--- src/rtl/bitpack_fifo.sv ---
// Packs sparse per-lane valid bits into WORD_W-bit words and queues them
// in a small word FIFO with valid/ready output, flush and drop accounting.
module bitpack_fifo #(
  parameter int IN_LANES = 6,
  parameter int WORD_W   = 16,
  parameter int DEPTH    = 4,
  parameter int CNT_W    = 8
) (
  input  logic                      clk,
  input  logic                      reset_n,
  input  logic [IN_LANES-1:0]       in_valid,
  input  logic [IN_LANES-1:0]       in_bits,
  input  logic                      flush,
  input  logic                      out_ready,
  output logic                      out_valid,
  output logic [WORD_W-1:0]         out_word,
  output logic [$clog2(WORD_W)-1:0] fill,
  output logic [$clog2(DEPTH):0]    level,
  output logic                      overflow,
  output logic [CNT_W-1:0]          drop_cnt
);

  localparam int FW = $clog2(WORD_W);
  localparam int IW = FW + 1;
  localparam int PW = $clog2(DEPTH);
  localparam int LW = PW + 1;

  localparam logic [IW-1:0] WORD_L = IW'(WORD_W);
  localparam logic [LW-1:0] DEPTH_L = LW'(DEPTH);

  logic [WORD_W-1:0]   acc_q;
  logic [FW-1:0]       fill_q;
  logic [WORD_W-1:0]   mem [DEPTH];
  logic [PW-1:0]       rd_ptr;
  logic [PW-1:0]       wr_ptr;
  logic [LW-1:0]       count;
  logic                ovf_q;
  logic [CNT_W-1:0]    drop_q;

  logic [2*WORD_W-1:0] comp;
  logic [IW-1:0]       n;
  logic [IW-1:0]       sum;
  logic [2*WORD_W-1:0] merged;
  logic                done;
  logic                push;
  logic [WORD_W-1:0]   push_word;
  logic [WORD_W-1:0]   acc_n;
  logic [FW-1:0]       fill_n;
  logic                pop;
  logic                full;
  logic                wr_en;
  logic                drop;

  // Gather valid bits densely, lowest lane first.
  always_comb begin
    comp = '0;
    n    = '0;
    for (int i = 0; i < IN_LANES; i++) begin
      if (in_valid[i]) begin
        comp[n] = in_bits[i];
        n       = n + IW'(1);
      end
    end
  end

  assign sum    = {1'b0, fill_q} + n;
  assign merged = {{WORD_W{1'b0}}, acc_q} | (comp << fill_q);
  assign done   = !flush && (sum >= WORD_L);

  always_comb begin
    push      = 1'b0;
    push_word = '0;
    acc_n     = merged[WORD_W-1:0];
    fill_n    = sum[FW-1:0];
    if (flush) begin
      push      = (fill_q != '0);
      push_word = acc_q;
      acc_n     = '0;
      fill_n    = '0;
    end else if (done) begin
      push      = 1'b1;
      push_word = merged[WORD_W-1:0];
      acc_n     = merged[2*WORD_W-1:WORD_W];
      fill_n    = FW'(sum - WORD_L);
    end
  end

  always_ff @(posedge clk or negedge reset_n) begin
    if (!reset_n) begin
      acc_q  <= '0;
      fill_q <= '0;
    end else begin
      acc_q  <= acc_n;
      fill_q <= fill_n;
    end
  end

  // Pop is resolved first so a full FIFO being drained can still accept.
  assign pop   = (count != '0) && out_ready;
  assign full  = (count == DEPTH_L);
  assign wr_en = push && (!full || pop);
  assign drop  = push && full && !pop;

  always_ff @(posedge clk or negedge reset_n) begin
    if (!reset_n) begin
      for (int i = 0; i < DEPTH; i++) mem[i] <= '0;
      rd_ptr <= '0;
      wr_ptr <= '0;
      count  <= '0;
    end else begin
      if (wr_en) begin
        mem[wr_ptr] <= push_word;
        wr_ptr      <= wr_ptr + PW'(1);
      end
      if (pop) rd_ptr <= rd_ptr + PW'(1);
      unique case (1'b1)
        (wr_en && !pop): count <= count + LW'(1);
        (!wr_en && pop): count <= count - LW'(1);
        default:         count <= count;
      endcase
    end
  end

  always_ff @(posedge clk or negedge reset_n) begin
    if (!reset_n) begin
      ovf_q  <= 1'b0;
      drop_q <= '0;
    end else if (drop) begin
      ovf_q <= 1'b1;
      if (drop_q != '1) drop_q <= drop_q + CNT_W'(1);
    end
  end

  assign out_valid = (count != '0);
  assign out_word  = out_valid ? mem[rd_ptr] : '0;
  assign fill      = fill_q;
  assign level     = count;
  assign overflow  = ovf_q;
  assign drop_cnt  = drop_q;

endmodule

--- config.mk ---
export PLATFORM = sky130hd
export DESIGN_NAME = bitpack_fifo
export DESIGN_NICKNAME = d
export VERILOG_FILES = /design/src/rtl/bitpack_fifo.sv
export SDC_FILE = /design/constraint.sdc
export NUM_CORES = 1
export LEC_CHECK = 0
export BUFFER_PORTS_ARGS = -buffer_cell sky130_fd_sc_hd__buf_4
export CORE_ASPECT_RATIO = 0.8
export CORE_UTILIZATION = 35
export DETAILED_ROUTE_END_ITERATION = 8
export GPL_TIMING_DRIVEN = 0
export SETUP_SLACK_MARGIN = 0.15
export SLEW_MARGIN = 20
export SYNTH_ARGS = -nofsm -noshare
export SYNTH_HDL_FRONTEND = slang
export SYNTH_SLANG_ARGS = --single-unit
--- constraint.sdc ---
create_clock -name clk -period 9.7 [get_ports clk]
set_input_delay 0.485 -clock clk [delete_from_list [all_inputs] [get_ports clk]]
set_output_delay 0.485 -clock clk [all_outputs]
set_load 0.02 [all_outputs]
---- Word level (Yosys, flattened, before mapping) ----
Index checks and enable logic that the tools add are counted.
word-level totals
  bits in registers ....................... 100
  output and inout bits ................... 33
  word-level logic and storage cells ...... 108
  input port bits ......................... 16
operators by class
  $add $sub $neg .......................... 12
  magnitude comparators ................... 14
  shift operators ......................... 1
  eq/ne operators ......................... 2
  reduce and logical (&&, ||, !) cells .... 22
  muxes and demuxes ....................... 43
  bitwise gates (word level) .............. 3
operator list
  kind                                                                           count
  32-bit bitwise mux                                                             5
  32-bit two-way mux                                                             5
  16-bit two-way mux                                                             8
  64-bit bitwise mux                                                             1
  16-bit binary-select mux with 2-bit select                                     1
  16-bit demux with 2-bit select                                                 1
  16-bit by 32-bit bitwise OR with 32-bit output                                 1
  32-bit by 4-bit left shift with 32-bit output                                  1
  5-bit by 6-bit less-than comparator with 1-bit output (second input constant)  5
  5-bit by 1-bit adder with 5-bit output (second input constant)                 5
  1-bit demux with 5-bit select                                                  5
  5-bit by 1-bit >= comparator with 1-bit output (second input constant)         5
  5-bit two-way mux                                                              5
  1-bit logical AND                                                              13
  1-bit two-way mux                                                              9
  8-bit by 1-bit adder with 8-bit output (second input constant)                 1
  4-bit two-way mux                                                              2
  8-bit != test (second input constant)                                          1
  3-bit >= comparator (second input constant)                                    2
  2-bit inverter with 3-bit output                                               2
  3-bit case mux with 2 select lines                                             1
  4-bit by 5-bit adder with 5-bit output                                         1
  5-bit >= comparator (second input constant)                                    1
  2-bit by 1-bit adder with 2-bit output (second input constant)                 2
  other kinds (11)                                                               14

---- Depth between registers and ports, before layout ----
Gate-level depths: netlist of run 1.
  depth in word-level cells ............... 20
  depth in mapped cells ................... 27

---- Least setup slack after synthesis of run 1 ----
OpenSTA, ideal clock, no wires.
  kind .................................... input-to-reg
  start ................................... input port in_valid[2]
  end ..................................... register count[2], in the netlist level[2]
  path slack .............................. 3,817 ps
  setup time .............................. 132 ps
  stages .................................. 27
  arrival ................................. 5,752 ps
  required time ........................... 9,568 ps
  cells stage by stage .................... buf_6 > inv_1 > fa_1 > clkbuf_1 > inv_1 > ha_1 > mux2_2 > ha_1 > nand2_1 > o21ai_0 > ha_1 > nand2_1 > o21a_1 > inv_1 > fa_1 > nand2b_1 > a21oi_1 > nor3_1 > a21oi_1 > a31oi_1 > nor3_2 > inv_1 > ha_1 > fa_1 > xnor2_1 > nor2_1 > xor2_1
on the way
  cells in the longest elaborated chain, start to end .. 16
ends and longest elaborated chain
  what                                                                             RTL line  text
  start: declaration                                                               11        input logic [IN_LANES-1:0] in_valid,
  5-bit two-way mux (*)                                                            59        if (in_valid[i]) begin
  5-bit by 1-bit adder with 5-bit output                                           61        n = n + IW'(1);
  5-bit two-way mux (*)                                                            59
  5-bit by 1-bit adder with 5-bit output                                           61
  5-bit two-way mux (*)                                                            59
  5-bit by 1-bit adder with 5-bit output                                           61
  5-bit two-way mux (*)                                                            59
  4-bit by 5-bit adder with 5-bit output (*)                                       66        assign sum = {1'b0, fill_q} + n;
  5-bit >= comparator (*)                                                          68        assign done = !flush && (sum >= WORD_L);
  1-bit logical AND (*)                                                            68
  1-bit two-way mux (*)                                                            80        end else if (done) begin
  1-bit two-way mux (*)                                                            75        if (flush) begin
  1-bit logical AND (*)                                                            101       assign wr_en = push && (!full || pop);
  1-bit zero test                                                                  118       (!wr_en && pop): count <= count - LW'(1);
  1-bit logical AND                                                                118
  3-bit case mux with 2 select lines / 2-bit nonzero test (equally long branches)  -
  end signal: assignment                                                           117       (wr_en && !pop): count <= count + LW'(1);
  end signal: assignment                                                           118
  end signal: assignment                                                           119       default: count <= count;
  end: declaration                                                                 36        logic [LW-1:0] count;
Every way passes the cells marked *; elsewhere a longest branch is shown, timed or not.
A chain may end at the register's enable or synchronous reset.

---- Worst setup path in the final report of run 1 ----
Ends and elaborated chain as after synthesis.

==> out/results.txt, run 1 <==
status: completed
Post-synth top cells: dfrtp_1, nand2_1, nor2_1
max-cap violation count: 0
max-slew violation count: 0
Skew-Pair Late Insertion Delay: 340 ps
Synth Area in Adders: 4.11%
Bufs on Longest Clock Path: 2
Synth Area in Simple Gates: 19.0%
first-pass GRT wire length: 39.5 mm
CTS Buf Count: 9
Hold Fails Final Rpt: 0
nets: 956
Worst Skew: 9.75 ps
die height: 136 µm
Root Driver: clkbuf_16
layout cell share with drive strength beyond 1: 20.3%
clock-pin slew on the worst setup and hold paths: 70 ps
Post-synth top flop: dfrtp_1
worst hold path class: primary input to asynchronous set/reset pin
hold_buf cts: 0
Port Buffers: 47
mux contribution to synthesized area: 16.2%
Max VDD drop: 0.112 mV
DR pass1 iterations: 6
routing usage on met1: 34.0%
DRT antenna net count: 0
most frequent cell after synthesis: dfrtp_1
Syn. warnings: 0
Core ar.: 21800 µm²
Cell Area, Synth: 7860 µm²
final setup TNS: 0 ps
gr usage total: 22.2%
ranking of synthesized cells by area: dfrtp_1, mux2_2, mux4_2, nand2_1, ha_1
DRC viols: 0
Area after DPL: 8590 µm²
relative slew slack: 30.1%
Compound-Gate Fraction of Synth Area: 21.6%
initial antenna violation count: 1
Avg Inst Size Synth: 9.16 µm²
count of clock tree sinks: 100
n_diodes: 0
number of synthesized flops with an enable pin: 0
Synth Instances: 858
FILL cells: 2180
top achievable clock speed: 0.143 GHz
Post-synth ARST share: 100%
total number of vias: 7490
die width: 170 µm
Startpoint Class: primary input
Post-CTS Setup Bufs: 0
Cell variety after synth: 85
CP required: 9960 ps
largest net degree at the start of global routing: 101
DRT iter0 DRCs: 880
HPWL after detailed placement: 19.4 mm
sequential-to-total area share from yosys stat: 31.8%
min cycle time layout: 7000 ps
global routing met2 resource utilization: 31.3%
CP max stage delay: 580 ps
GRT overflow: 0
Initial Util: 36.1%
row count: 48
Yosys top cell by area: dfrtp_1
RSZ-0062 raised after global routing: no
Worst path slowest cell: fa_1
final instance area: 8930 µm²
post-synthesis xor/xnor area fraction: 2.79%
die area: 23100 µm²
syn_nets: 898
Critical Path AT: 7270 ps
# setup viols final: 0
CTS tree: done
fin crit share: 72.2%
vias in the first global route: 6877
num ports: 49
Syn-to-layout area delta: 13.6%
WL final: 25.4 mm
busiest grt layer: met1
gpl congestion: 1.01
Synth top area share: 31.8%
Post-CTS Resized: 0
Setup crit end kind: flip-flop
Slew @ Worst Pin: 1020 ps
Via density: 6.14
GR Util met3: 5.27%
CTS H-tree depth: 3
crit-path max FO: 10
pwr/cell area: 265 nW/µm²
CP Class: primary input to flip-flop
Seq cells post-synth: 100
Pleak: 3.73 nW
WL/cell: 20.9 µm
main combinational cell family by area after synthesis: compound AO/OA/AOI/OAI gates
==> worst paths after layout <==
kind | start | to | slack (ps) | depth (start not counted)
max in group asynchronous | reset_n | mem[36] | 8840 | 1
setup reg to reg | fill[1] | level[2] | 4300 | 17
hold / removal | reset_n | mem[34] | 210 | 1
min in group clk | mem[25] | mem[25] | 480 | 2
setup / recovery | in_valid[2] | level[2] | 2700 | 28
hold reg to reg | mem[25] | mem[25] | 480 | 2
==> routing by layer <==
metal,up-vias,wire length [µm]
met5,-,0
met4,0,331
met3,41,2820
met2,430,10400
met1,3645,11900
li1,3374,-
==> worst max-delay path: cells and delay by family <==
family / cells / cell delay (ps)
AOI/OAI and AO/OA: 3 / 1010
xor gates and xnor gates: 3 / 370
adders and majority gates: 6 / 2120
buffers and inverters: 7 / 1080
muxes: 1 / 310
and+or+nand+nor: 8 / 1880
==> report_power, final <==
part	switching, mW	internal, mW
registers	0.0895	0.571
clock network	0.153	0.253
logic	0.773	0.530
==> state kept, by name, indices dropped and copies added (netlist names) <==
signal / cells
acc_q: 16
drop_cnt: 8
fill: 4
level: 3
mem: 64
overflow: 1
rd_ptr: 2
wr_ptr: 2
==> logic make-up (layout without fill, tap and decap cells) <==
kind of cell	after synthesis	count (layout)
AO/OA/AOI/OAI	237	237
XOR/XNOR	22	22
adder cells (fa/ha/maj)	24	24
buffers and inverters	85	147
flip-flops	100	100
multiplexers	95	95
AND/OR/NAND/NOR	295	295
==> metrics by stage <==
| stage | worst slack, ps | cells | power, mW | utilization [%] | hold WS [ps] |
|---|---|---|---|---|---|
| global route | 2180 | 1220 | 2.51 | 41.0 | 298 |
| detailed placement | 2510 | 1205 | 1.94 | 39.4 | 463 |
| finish | 2700 | 1220 | 2.37 | 41.0 | 211 |
| floorplan | 3820 | 858 | 1.54 | - | 189 |
| CTS | 2840 | 1220 | 2.36 | 41.0 | 282 |
| global placement | 2520 | 1205 | 1.94 | 39.4 | 458 |
==> layout by cell type, fill, tap and decap left out, types with 5 or more instances in the layout <==
cell,count
a2111oi_0,6
a211oi_1,17
a21o_1,5
a21oi_1,40
a221o_1,5
a221oi_1,8
a22oi_1,7
a31o_2,7
a31oi_1,16
and2_1,28
and3_1,10
buf_1,7
buf_2,13
buf_4,48
clkbuf_1,36
clkbuf_16,9
dfrtp_1,100
ha_1,21
inv_1,25
mux2_2,61
mux2i_1,14
mux4_2,19
nand2_1,76
nand3_1,27
nand4_1,12
nor2_1,67
nor3_1,27
nor4_1,7
o2111ai_1,8
o211ai_1,10
o21ai_0,39
o221ai_1,6
o22ai_1,11
o31ai_1,8
or3_1,6
xnor2_1,11
xor2_1,9
==> cell type report <==
| cell class | instances | area (µm²) | share of cell area [%] |
|---|---|---|---|
| Multi-Input combinational cell | 673 | 5000 | 56.0 |
| Sequential cell | 100 | 2500 | 28.0 |
| Tap cell | 300 | 375 | 4.20 |
| Timing Repair Buffer | 47 | 357 | 3.99 |
| Buffer | 59 | 260 | 2.91 |
| Clock buffer | 10 | 229 | 2.56 |
| Clock inverter | 5 | 110 | 1.23 |
| Inverter | 26 | 97.6 | 1.09 |
No activity file was read; power rests on OpenSTA's default activity.
==> inputs of run 2 (changes only) <==
- ABC_AREA: not set -> 1
- clock period: 9.7 -> 7.2 ns (I/O delays scaled with it)
==> out/results.txt, run 2 <==
status: completed
gr usage total: 21.2% (-1.1 points)
count of clock tree sinks: 100 (unchanged)
Startpoint Class: primary input
Syn. warnings: 0 (unchanged)
Seq cells post-synth: 100 (unchanged)
die height: 131 µm (-4.1%)
first-pass GRT wire length: 35.4 mm (-10%)
max-cap violation count: 0 (unchanged)
most common cell after layout, fill and taps aside: nand2_1
R2R Path End: level[2]
Post-synth top cells: nand2_1, nand3_1, nor2_1
die area: 21200 µm² (-8.0%)
Post-CTS Setup Bufs: 0 (unchanged)
GRT overflow: 0 (unchanged)
max FFs per register: 64 (unchanged)
Post-synth top flop: dfrtp_1
relative slew slack: 36.5% (+6.4 points)
crit-path max FO: 7 (-3)
vias in the first global route: 6751 (-1.8%)
CP Class: primary input to flip-flop
worst hold path class: primary input to asynchronous set/reset pin
Pleak: 4.15 nW (+11%)
Setup crit end kind: flip-flop
setup slack, reg-to-reg: 3350 ps (-950 ps)
CTS H-tree depth: 3 (unchanged)
layout cell share with drive strength beyond 1: 10.3% (-10 points)
Yosys top cell by area: dfrtp_1
Bufs on Longest Clock Path: 2 (unchanged)
Cell variety after synth: 45 (-47%)
CP max stage delay: 690 ps (+110 ps)
top achievable clock speed: 0.189 GHz
syn_nets: 1109 (+23%)
DR pass1 iterations: 5 (-1)
R2R depth: 17 (unchanged)
gpl congestion: 0.946 (-6.6%)
WL/cell: 15.6 µm (-25%)
pwr/cell area: 397 nW/µm² (+50%)
hold_buf cts: 0 (unchanged)
largest net degree at the start of global routing: 101 (unchanged)
initial antenna violation count: 0 (-1)
Worst Skew: 10.9 ps (+1.19 ps)
sequential-to-total area share from yosys stat: 34.6% (+2.8 points)
Port Buffers: 46 (-2.1%)
leading cell types in the layout, fill and taps excluded: nand2_1, nand3_1, nor2_1, dfrtp_1, inv_1
setup slack after layout: 1920 ps (-781 ps)
Root Driver: clkbuf_16
Critical Path AT: 5500 ps (-1770 ps)
DRC viols: 0 (unchanged)
Post-synth ARST share: 100% (unchanged)
Post-CTS Resized: 0 (unchanged)
min cycle time layout: 5280 ps
Slew @ Worst Pin: 953 ps (-69.9 ps)
Core ar.: 20000 µm² (-8.1%)
final setup TNS: 0 ps (unchanged)
RSZ-0062 raised after global routing: no
CTS tree: done
Worst path slowest cell: fa_1
Synth top area share: 34.6% (+2.8 points)
Max VDD drop: 0.178 mV (+59%)
Post-Place Setup Slack: 1580 ps (-927 ps)
number of synthesized flops with an enable pin: 0 (unchanged)
n_diodes: 0 (unchanged)
num ports: 49 (unchanged)
post-layout util: 40.9% (-0.043 points)
ranking of synthesized cells by area: dfrtp_1, nand2_1, nand3_1, nor2_1, o21ai_0
Syn-to-layout area delta: 13.5%
Skew-Pair Late Insertion Delay: 340 ps (about the same)
Synth Instances: 1069 (+25%)
nets: 1166 (+22%)
CP required: 7420 ps (-2540 ps)
HPWL after detailed placement: 16.7 mm (-14%)
CTS Buf Count: 9 (unchanged)
Hold Fails Final Rpt: 0 (unchanged)
Top reg by flops: mem
# setup viols final: 0 (unchanged)
fin crit share: 73.4%
total number of vias: 7284 (-2.8%)
most frequent cell after synthesis: nand2_1
Cell Area, Synth: 7230 µm² (-8.1%)
clock-pin slew on the worst setup and hold paths: 70 ps (about the same)
Reg2Reg Launch Point: fill[1]
Avg Inst Size Synth: 6.76 µm² (-26%)
DRT iter0 DRCs: 774 (-12%)
Initial Util: 36.1% (about the same)
die width: 163 µm (-4.1%)
max-slew violation count: 0 (unchanged)
Via density: 5.23 (-15%)
DRT antenna net count: 0 (unchanged)
WL final: 21.7 mm (-15%)
row count: 46 (-4.2%)
## run 2: where the power goes
part	internal, mW	total, mW	switching, mW
Combinational	0.624	1.88	1.25
Sequential	0.765	0.887	0.122
Clock	0.277	0.487	0.210
Total	1.67	3.25	1.59
## run 2: critical path: cells and delay by family
kind | cells | cell delay (ps)
AND/OR/NAND/NOR | 13 | 1350
buffers and inverters | 6 | 550
AO/OA/AOI/OAI | 4 | 620
adder cells (fa/ha/maj) | 7 | 2490
XOR/XNOR | 1 | 150
## run 2: final cells by class
type,instances,area [µm²]
Clock inverter,4,50.0
Tap cell,264,330
Buffer,51,273
Timing Repair Buffer,46,349
Multi-Input combinational cell,829,4120
Fill cell,2155,11800
Clock buffer,11,243
Sequential cell,100,2500
Inverter,89,334
## run 2: how the worst max path moves through the flow
stage,from,to,slack (ps)
final,in_valid[0],level[2],1920
after global routing,in_valid[0],level[2],1500
after CTS,in_valid[0],level[2],1930
after detailed placement,in_valid[0],level[2],1580
after global placement,in_valid[0],level[2],1690
after floorplan,in_valid[0],level[2],2320
## run 2: kinds of logic after synthesis
| kind of cell | count (synthesis) | synth area share (%) |
|---|---|---|
| flops | 100 | 34.6 |
| simple gates | 625 | 38.3 |
| compound gates | 165 | 12.4 |
| mux | 1 | 0.156 |
| buf+inv | 140 | 8.40 |
| xor+xnor | 14 | 1.70 |
| fa+ha+maj | 24 | 4.47 |
## run 2: through the flow
step	hold slack [ps]	instance area [µm²]	instances	power, mW
2_1_floorplan	64.4	7230	1069	2.15
3_5_place_dp	460	7910	1379	2.74
3_3_place_gp	456	7900	1379	2.73
5_1_grt	198	8200	1394	3.54
4_1_cts	173	8200	1394	3.24
6_report	115	8200	1394	3.25
## run 2: layer usage
metal / wire length [µm] / up-vias / GRT usage [%]
met5: 0 / - / 0
met4: 71 / 0 / 2.75
met3: 1640 / 9 / 3.76
met2: 8490 / 248 / 29.7
met1: 11500 / 3433 / 33.8
li1: - / 3594 / -
==> inputs of run 3 (changes only) <==
- ABC_AREA: 1 -> 0
- clock period: 7.2 -> 5.1 ns (I/O delays scaled with it)
==> out/results.txt, run 3 (same netlist as run 1, synthesis figures left out) <==
status: finished with violations
failing checks: negative hold slack
n_diodes: 0 (unchanged)
DRT antenna net count: 0 (unchanged)
CTS H-tree depth: 3 (unchanged)
top achievable clock speed: 0.205 GHz
first-pass GRT wire length: 40.8 mm (+15%)
Hold Slack: -11.0 ps (-126 ps)
total number of vias: 7593 (+4.2%)
row count: 48 (+4.3%)
Top reg by flops: mem
CTS tree: done
gr usage total: 23.1% (+1.9 points)
Pleak: 3.92 nW (-5.5%)
worst hold path class: primary input to asynchronous set/reset pin
Port Buffers: 47 (+2.2%)
Core ar.: 21800 µm² (+8.8%)
CP max stage delay: 610 ps (-80 ps)
largest net degree at the start of global routing: 101 (unchanged)
Bufs on Longest Clock Path: 2 (unchanged)
Finished Layout Cells: 1239 (-11%)
Reg2Reg Launch Point: fill[1]
CTS Buf Count: 9 (unchanged)
Max VDD drop: 0.207 mV (+17%)
setup slack, reg-to-reg: 690 ps (-2660 ps)
layout cell share with drive strength beyond 1: 26.2% (+16 points)
R2R Path End: level[2]
R2R depth: 17 (unchanged)
Hold Fails Final Rpt: 3 (+3)
setup slack after layout: 224 ps (-1690 ps)
Critical Path AT: 5150 ps (-350 ps)
most common cell after layout, fill and taps aside: dfrtp_1
relative slew slack: 28.5% (-7.9 points)
Via density: 6.13 (+17%)
initial antenna violation count: 0 (unchanged)
count of clock tree sinks: 100 (unchanged)
# setup viols final: 0 (unchanged)
Worst path slowest cell: fa_2
DRT iter0 DRCs: 1224 (+58%)
RSZ-0062 raised after global routing: yes
die area: 23100 µm² (+8.7%)
final setup TNS: 0 ps (unchanged)
nets: 976 (-16%)
Crit path max-delay family: adder cells
Worst Skew: 9.60 ps (-1.34 ps)
Initial Util: 36.1% (about the same)
die width: 170 µm (+4.3%)
Setup crit end kind: flip-flop
Syn-to-layout area delta: 19.3%
DRC viols: 0 (unchanged)
Root Driver: clkbuf_16
CP Class: primary input to flip-flop
WL final: 26.4 mm (+22%)
gpl congestion: 0.967 (+2.2%)
DP Cell Count: 1205 (-13%)
crit-path max FO: 9 (+2)
DR pass1 iterations: 6 (+1)
num ports: 49 (unchanged)
die height: 136 µm (+4.2%)
FILL cells: 2172 (+0.79%)
Slew @ Worst Pin: 1070 ps (+113 ps)
leading cell types in the layout, fill and taps excluded: dfrtp_1, nand2_1, buf_4, nor2_1, mux2_2
WL/cell: 21.3 µm (+37%)
max-cap violation count: 0 (unchanged)
vias in the first global route: 7116 (+5.4%)
GRT overflow: 0 (unchanged)
max-slew violation count: 0 (unchanged)
Post-Place Setup Slack: -699 ps (-2280 ps)
HPWL after detailed placement: 19.6 mm (+17%)
Startpoint Class: primary input
fin crit share: 95.6%
CP required: 5370 ps (-2050 ps)
clock-pin slew on the worst setup and hold paths: 70 ps (about the same)
min cycle time layout: 4880 ps
Skew-Pair Late Insertion Delay: 350 ps (about the same)
pwr/cell area: 494 nW/µm² (+25%)
max FFs per register: 64 (unchanged)
Buf/Inv on CP: 8 (+2)
## run 3: cell types whose count changed in the layout (fill, tap and decap cells not counted), sizes merged, moves of 13 or more
cell    before  now
mux2i        0   14
mux2         1   62
nor3         6   28
nor2       118   68
a211oi       1   17
buf         71   89
mux4         0   19
o21ai      108   39
nand3      147   28
a31oi        3   16
nand2      330   78
and2         0   30
inv         83   27
## run 3: cell type report
| class | count | area [µm²] | share of cell area [%] |
|---|---|---|---|
| plain buffers | 59 | 307 | 3.27 |
| clock buffers | 10 | 239 | 2.55 |
| clock inverters | 4 | 73.8 | 0.787 |
| inverters | 26 | 103 | 1.09 |
| multi-input cells | 673 | 5270 | 56.1 |
| flip-flops and latches | 100 | 2500 | 26.7 |
| well taps | 300 | 375 | 4.00 |
| repair buffers | 67 | 514 | 5.48 |
## run 3: repair_timing
item | in CTS | in global routing
hold buffers | 0 | 0
buffers inserted | 9 | 11
gates cloned | 0 | 0
pin swaps | 7 | 18
endpoints found under the setup margin | 69 | 79
gates resized for setup | 11 | 35
## run 3: per-stage QoR
| stage | cell area (µm²) | utilization (%) | hold slack (ps) | power (mW) |
|---|---|---|---|---|
| after floorplan | 7990 | - | -40.6 | 2.97 |
| after global placement | 8720 | 40.0 | 458 | 3.73 |
| after detailed placement | 8720 | 40.0 | 429 | 3.75 |
| after CTS | 9150 | 42.0 | 56.3 | 4.52 |
| after global routing | 9380 | 43.0 | 71.6 | 4.92 |
| final | 9380 | 43.0 | -11.0 | 4.64 |
## run 3: worst max-delay path by stage
stage	startpoint	to	slack, ps	cells past startpoint
after floorplan	in_valid[2]	level[2]	150	27
after global placement	in_valid[2]	acc_q[7]	-710	25
after detailed placement	in_valid[2]	acc_q[7]	-700	24
after CTS	in_valid[2]	level[1]	160	24
after global routing	in_valid[2]	level[2]	40	28
final	in_valid[2]	level[2]	220	28
## run 3: report_power, final
group	switching [mW]	internal (mW)
Clock	0.299	0.439
Sequential	0.168	1.09
Combinational	1.54	1.10
Total	2.01	2.63
## run 3: worst reg2reg max path: stages (launching register included)
cell and delay, ps:
dfrtp_1 400, clkbuf_1 380, inv_1 250, clkbuf_1 320
buf_1 410, fa_2 510, nand2b_4 160, a21oi_4 230
nor3_2 80, a21oi_2 210, a31oi_4 180, nor3_4 200
inv_2 60, ha_4 160, fa_2 350, xnor2_2 140
nor2_1 150, xor2_1 150
## run 3: layer usage
layer  track usage [%]  share of wire, %  vias to the layer above  wire length (µm)
li1                  -                 -                     3406                 -
met1              34.4                46                     3736             12300
met2              32.9                42                      419             11000
met3              6.40                11                       32              2770
met4              4.65               1.4                        0               365
met5                 0                 0                        -                 0
